`src/rtl/imm_gen_pipe.sv`:
```
// RISC-V immediate generator for decode: combinational I/S/B/U/J/shamt decode
// feeding a registered valid/ready stage with a 2-entry skid buffer and flush.
module imm_gen_pipe #(
    parameter int unsigned XLEN  = 32,
    parameter int unsigned TAG_W = 8
) (
    input  logic             clk,
    input  logic             rst_n,
    input  logic             flush,
    input  logic             in_valid,
    output logic             in_ready,
    input  logic [31:0]      in_instr,
    input  logic [TAG_W-1:0] in_tag,
    output logic             out_valid,
    input  logic             out_ready,
    output logic [XLEN-1:0]  out_imm,
    output logic [2:0]       out_fmt,
    output logic [TAG_W-1:0] out_tag
);

    localparam int unsigned SHAMT_W = (XLEN == 64) ? 6 : 5;

    localparam logic [6:0] OP_LOAD   = 7'b0000011;
    localparam logic [6:0] OP_JALR   = 7'b1100111;
    localparam logic [6:0] OP_IMM    = 7'b0010011;
    localparam logic [6:0] OP_STORE  = 7'b0100011;
    localparam logic [6:0] OP_BRANCH = 7'b1100011;
    localparam logic [6:0] OP_LUI    = 7'b0110111;
    localparam logic [6:0] OP_AUIPC  = 7'b0010111;
    localparam logic [6:0] OP_JAL    = 7'b1101111;

    localparam logic [2:0] FMT_NONE  = 3'd0;
    localparam logic [2:0] FMT_I     = 3'd1;
    localparam logic [2:0] FMT_S     = 3'd2;
    localparam logic [2:0] FMT_B     = 3'd3;
    localparam logic [2:0] FMT_U     = 3'd4;
    localparam logic [2:0] FMT_J     = 3'd5;
    localparam logic [2:0] FMT_SHAMT = 3'd6;

    typedef struct packed {
        logic [XLEN-1:0]  imm;
        logic [2:0]       fmt;
        logic [TAG_W-1:0] tag;
    } entry_t;

    // State encoding doubles as the {skid, main} valid bits.
    typedef enum logic [1:0] {
        EMPTY = 2'b00,
        ONE   = 2'b01,
        FULL  = 2'b11
    } state_t;

    state_t             state;
    entry_t             main_q;
    entry_t             skid_q;
    entry_t             dec;
    logic signed [31:0] imm32;
    logic [6:0]         opcode;
    logic [2:0]         funct3;
    logic               accept;

    assign opcode = in_instr[6:0];
    assign funct3 = in_instr[14:12];

    // Decode to a sign-carrying 32-bit value, then widen to XLEN by sign extension.
    always_comb begin
        imm32   = '0;
        dec.fmt = FMT_NONE;
        dec.tag = in_tag;
        case (opcode)
            OP_LOAD, OP_JALR: begin
                dec.fmt = FMT_I;
                imm32   = {{20{in_instr[31]}}, in_instr[31:20]};
            end
            OP_IMM: begin
                if (funct3 == 3'b001 || funct3 == 3'b101) begin
                    dec.fmt = FMT_SHAMT;
                    imm32   = 32'(in_instr[SHAMT_W+19:20]);
                end else begin
                    dec.fmt = FMT_I;
                    imm32   = {{20{in_instr[31]}}, in_instr[31:20]};
                end
            end
            OP_STORE: begin
                dec.fmt = FMT_S;
                imm32   = {{20{in_instr[31]}}, in_instr[31:25], in_instr[11:7]};
            end
            OP_BRANCH: begin
                dec.fmt = FMT_B;
                imm32   = {{19{in_instr[31]}}, in_instr[31], in_instr[7],
                           in_instr[30:25], in_instr[11:8], 1'b0};
            end
            OP_LUI, OP_AUIPC: begin
                dec.fmt = FMT_U;
                imm32   = {in_instr[31:12], 12'b0};
            end
            OP_JAL: begin
                dec.fmt = FMT_J;
                imm32   = {{11{in_instr[31]}}, in_instr[31], in_instr[19:12],
                           in_instr[20], in_instr[30:21], 1'b0};
            end
            default: begin
                dec.fmt = FMT_NONE;
                imm32   = '0;
            end
        endcase
        dec.imm = XLEN'(imm32);
    end

    assign in_ready  = rst_n & ~state[1];
    assign out_valid = state[0];
    assign accept    = in_valid & in_ready;

    // Skid FSM: flush outranks accept/deliver; data registers hold when idle.
    always_ff @(posedge clk) begin
        if (!rst_n) begin
            state  <= EMPTY;
            main_q <= '0;
            skid_q <= '0;
        end else if (flush) begin
            state <= EMPTY;
        end else begin
            case (state)
                EMPTY: begin
                    if (accept) begin
                        main_q <= dec;
                        state  <= ONE;
                    end
                end
                ONE: begin
                    if (accept && out_ready) begin
                        main_q <= dec;
                    end else if (accept) begin
                        skid_q <= dec;
                        state  <= FULL;
                    end else if (out_ready) begin
                        state <= EMPTY;
                    end
                end
                FULL: begin
                    if (out_ready) begin
                        main_q <= skid_q;
                        state  <= ONE;
                    end
                end
                default: state <= EMPTY;
            endcase
        end
    end

    assign out_imm = main_q.imm;
    assign out_fmt = main_q.fmt;
    assign out_tag = main_q.tag;

endmodule

```
`config.mk`:
```
export PLATFORM = sky130hd
export DESIGN_NAME = imm_gen_pipe
export DESIGN_NICKNAME = d
export VERILOG_FILES = /design/src/rtl/imm_gen_pipe.sv
export SDC_FILE = /design/constraint.sdc
export NUM_CORES = 1
export LEC_CHECK = 0
export BUFFER_PORTS_ARGS = -buffer_cell sky130_fd_sc_hd__buf_2
export CORE_UTILIZATION = 46
export CTS_BUF_LIST = sky130_fd_sc_hd__clkbuf_8
export DETAILED_ROUTE_END_ITERATION = 7
export HOLD_SLACK_MARGIN = 0.08
export PLACE_DENSITY_LB_ADDON = 0.08
export SLEW_MARGIN = 20
export SYNTH_ARGS = -nofsm -noshare
export SYNTH_HDL_FRONTEND = slang
export SYNTH_SLANG_ARGS = --single-unit
```
`constraint.sdc`:
```
create_clock -name clk -period 2.4 [get_ports clk]
set_clock_uncertainty 0.05 [all_clocks]
set_input_delay 0.24 -clock clk [delete_from_list [all_inputs] [get_ports clk]]
set_output_delay 0.24 -clock clk [all_outputs]
set_load 0.005 [all_outputs]
```
==> out/qor.csv <==
metric;value;unit
Worst-path clk slew;0.09;ns
Global Route met2 Usage;36.6;%
Period Utilization, post-route;92.0;%
sw frac;26.5;%
Residual DRC;0;
compound-cell area share of the yosys netlist;30.6;%
maximum clock insertion buffer count;2;
drt pass-1 iters;4;
min Tclk post-route;2.21;ns
average cell area after synthesis;8.63;um^2
die area;9020;um^2
LEAKAGE;1.86;nW
CP max FO;11;
synth cell count leaders;dfxtp_1, a21oi_1, nand2_1;
WHS Path Cells;3;
Setup WS pre-CTS;0.193;ns
Final Max Slew Viols;0;
Crit. End Element;flop;
ANT nets after route;0;
combinational family with the most area after synthesis;compound AO/OA/AOI/OAI gates;
TritonCTS Buffers;9;
Synth area leaders;dfxtp_1, a21oi_1, nand2_1;
register share of total power;55.0;%
port buffer count;89;
WP data arrival;2.35;ns
CTS tree;yes;
FF-to-FF path depth;6;
layout cells sized above 1;25.1;%
syn nets;510;
internal power;0.00202;W
Final GP Congestion;0.864;
Yosys cell types;46;
Max-cap violations;0;
routed via count;3686;
Comb pwr share;10.0;%
met1 GRT Util;32.7;%
Hold Slack;0.0931;ns
Worst Setup Slack, final;0.192;ns
Boundary Pins;90;
area of the multi-input gates;1980;um^2
Hold Path Class;primary input to flop;
Crit Path Category;flop to flop;
met3 GRT Util;5.31;%
share of the synthesized area in the top cell type;44.3;%
global-route wire length before repair;16500;um
Post-Synth Adder-Cell Area;1.26;%
fraction of the mapped netlist area in simple logic gates;15.1;%
initial antenna violation count;0;
RSZ-0062 raised after global routing;false;
PD cells;580;nW/um^2
most common flop cell mapped by yosys;dfxtp_1;
Tot GR Track Use;23.5;%
largest net degree at the start of global routing;48;
core area;8300;um^2
Seq/Total Area, Yosys;44.3;%
Resized Gates After CTS;0;
Detailed Place HPWL;6730;um
XOR/XNOR Fraction of Synth Area;0.440;%
flops & latches, synth;88;
initial detailed-routing violation count;160;
Slew @ Worst Pin;0.780;ns
Wirelength per Cell;15.5;um
Synth-to-Final Area Change;19.1;%
fin nets;590;
setup violators final;0;
setup TNS;0;ns
CTS root buffer;clkbuf_8;
mux cell area share after synthesis;2.26;%
mapped cell area;3980;um^2
Filler Cell Count;764;
run status;complete, no violations;
Total Wirelength;10100;um
htree depth;3;
clock share of power;35.0;%
Die H;95.0;um
EDFF count, synth;0;
count leader, synth;dfxtp_1;
Startpoint Class;flop;
endpoints failing hold;0;
Site Rows;33;
Initial Util;47.9;%
vias per cell;5.66;
Req. time, crit path;2.54;ns
highest clock rate;453;MHz
gr busiest metal;met2;
Sequential Area;1760;um^2
worst skew pair latency;0.35;ns
ANT cells;0;
Overflow after GRT;0;
clock sinks;88;
Die W;95.0;um
yosys warns;0;
Synth area leader;dfxtp_1;
fraction of registers with async set/reset;0;%
number of global-route vias before repair;3423;
slew margin rel.;47.8;%
Synth Instances;461;
switching pwr;0.000728;W
Peak VDD IR;0.348;mV
==> metal layers <==
| metal | share of wire, % | wire length, um |
|---|---|---|
| met4 | 0.40 | 40 |
| met1 | 49 | 4970 |
| met3 | 5.9 | 602 |
| met2 | 45 | 4510 |
| met5 | 0 | 0 |
==> power by group through the flow <==
stage	clock network [W]	logic [W]	registers, W
2_1_floorplan	0	0.000141	0.00155
3_3_place_gp	0	0.000262	0.00154
3_5_place_dp	0	0.000265	0.00154
4_1_cts	0.000984	0.000275	0.00151
5_1_grt	0.00105	0.000307	0.00152
6_report	0.000963	0.000274	0.00151
==> per-stage QoR <==
| step | std cells | instance area [um^2] | total power (W) | util, % |
|---|---|---|---|---|
| finish | 651 | 4740 | 0.00275 | 57.1 |
| global route | 651 | 4740 | 0.00287 | 57.1 |
| CTS | 651 | 4740 | 0.00277 | 57.1 |
| detailed placement | 628 | 4490 | 0.00181 | 54.0 |
| global placement | 628 | 4490 | 0.00181 | 54.0 |
| floorplan | 461 | 3980 | 0.00169 | - |
==> logic make-up after synthesis <==
family / count (synthesis)
AO/OA/AOI/OAI: 179
XOR/XNOR: 2
adder cells (fa/ha/maj): 4
buffers and inverters: 55
flip-flops: 88
multiplexers: 9
AND/OR/NAND/NOR: 124
==> final cells by class <==
| cell class | instances | share of cell area, % |
|---|---|---|
| sequential | 88 | 37.2 |
| inverter | 16 | 1.27 |
| clock inverter | 6 | 0.898 |
| multi-input combinational | 318 | 41.9 |
| clock buffer | 10 | 2.91 |
| timing repair buffer | 108 | 13.1 |
| tap | 105 | 2.77 |
==> critical path, cell delays in order (launching register included) <==
cell and delay [ns]:
dfxtp_1 0.37, inv_1 0.11, ha_1 0.20, nand3_1 0.16, or3_1 0.39, a21oi_2 0.60
a221oi_1 0.17
==> layout by cell type (no fill, tap or decap), drive strengths merged, types with 10 or more instances in the layout <==
cell	n
dfxtp	88
buf	101
nor3	11
nand3	22
a22o	11
clkbuf	10
a21oi	65
a22oi	11
inv	18
a211oi	10
o21ai	34
nor2	19
a221oi	19
nand2	48
==> registers in the layout (all words and copies together) (netlist names) <==
name / cells
out_imm: 32
out_fmt: 3
out_tag: 8
state: 2
skid_q: 43
==> path summary, 6_finish.rpt <==
path / start / slack, ns / to
max: state[1] / 0.19 / skid_q[41]
max reg2reg: state[1] / 0.19 / skid_q[41]
min: in_tag[0] / 0.09 / skid_q[0]
min reg2reg: skid_q[21] / 0.41 / skid_q[21]
==> timing repair <==
action                                  in CTS  in global routing
setup buffers                                0                  0
endpoints found under the setup margin       0                  0
hold endpoints to repair                     7                  0
hold buffers                                 7                  0
(Power assumes the default switching activity.)
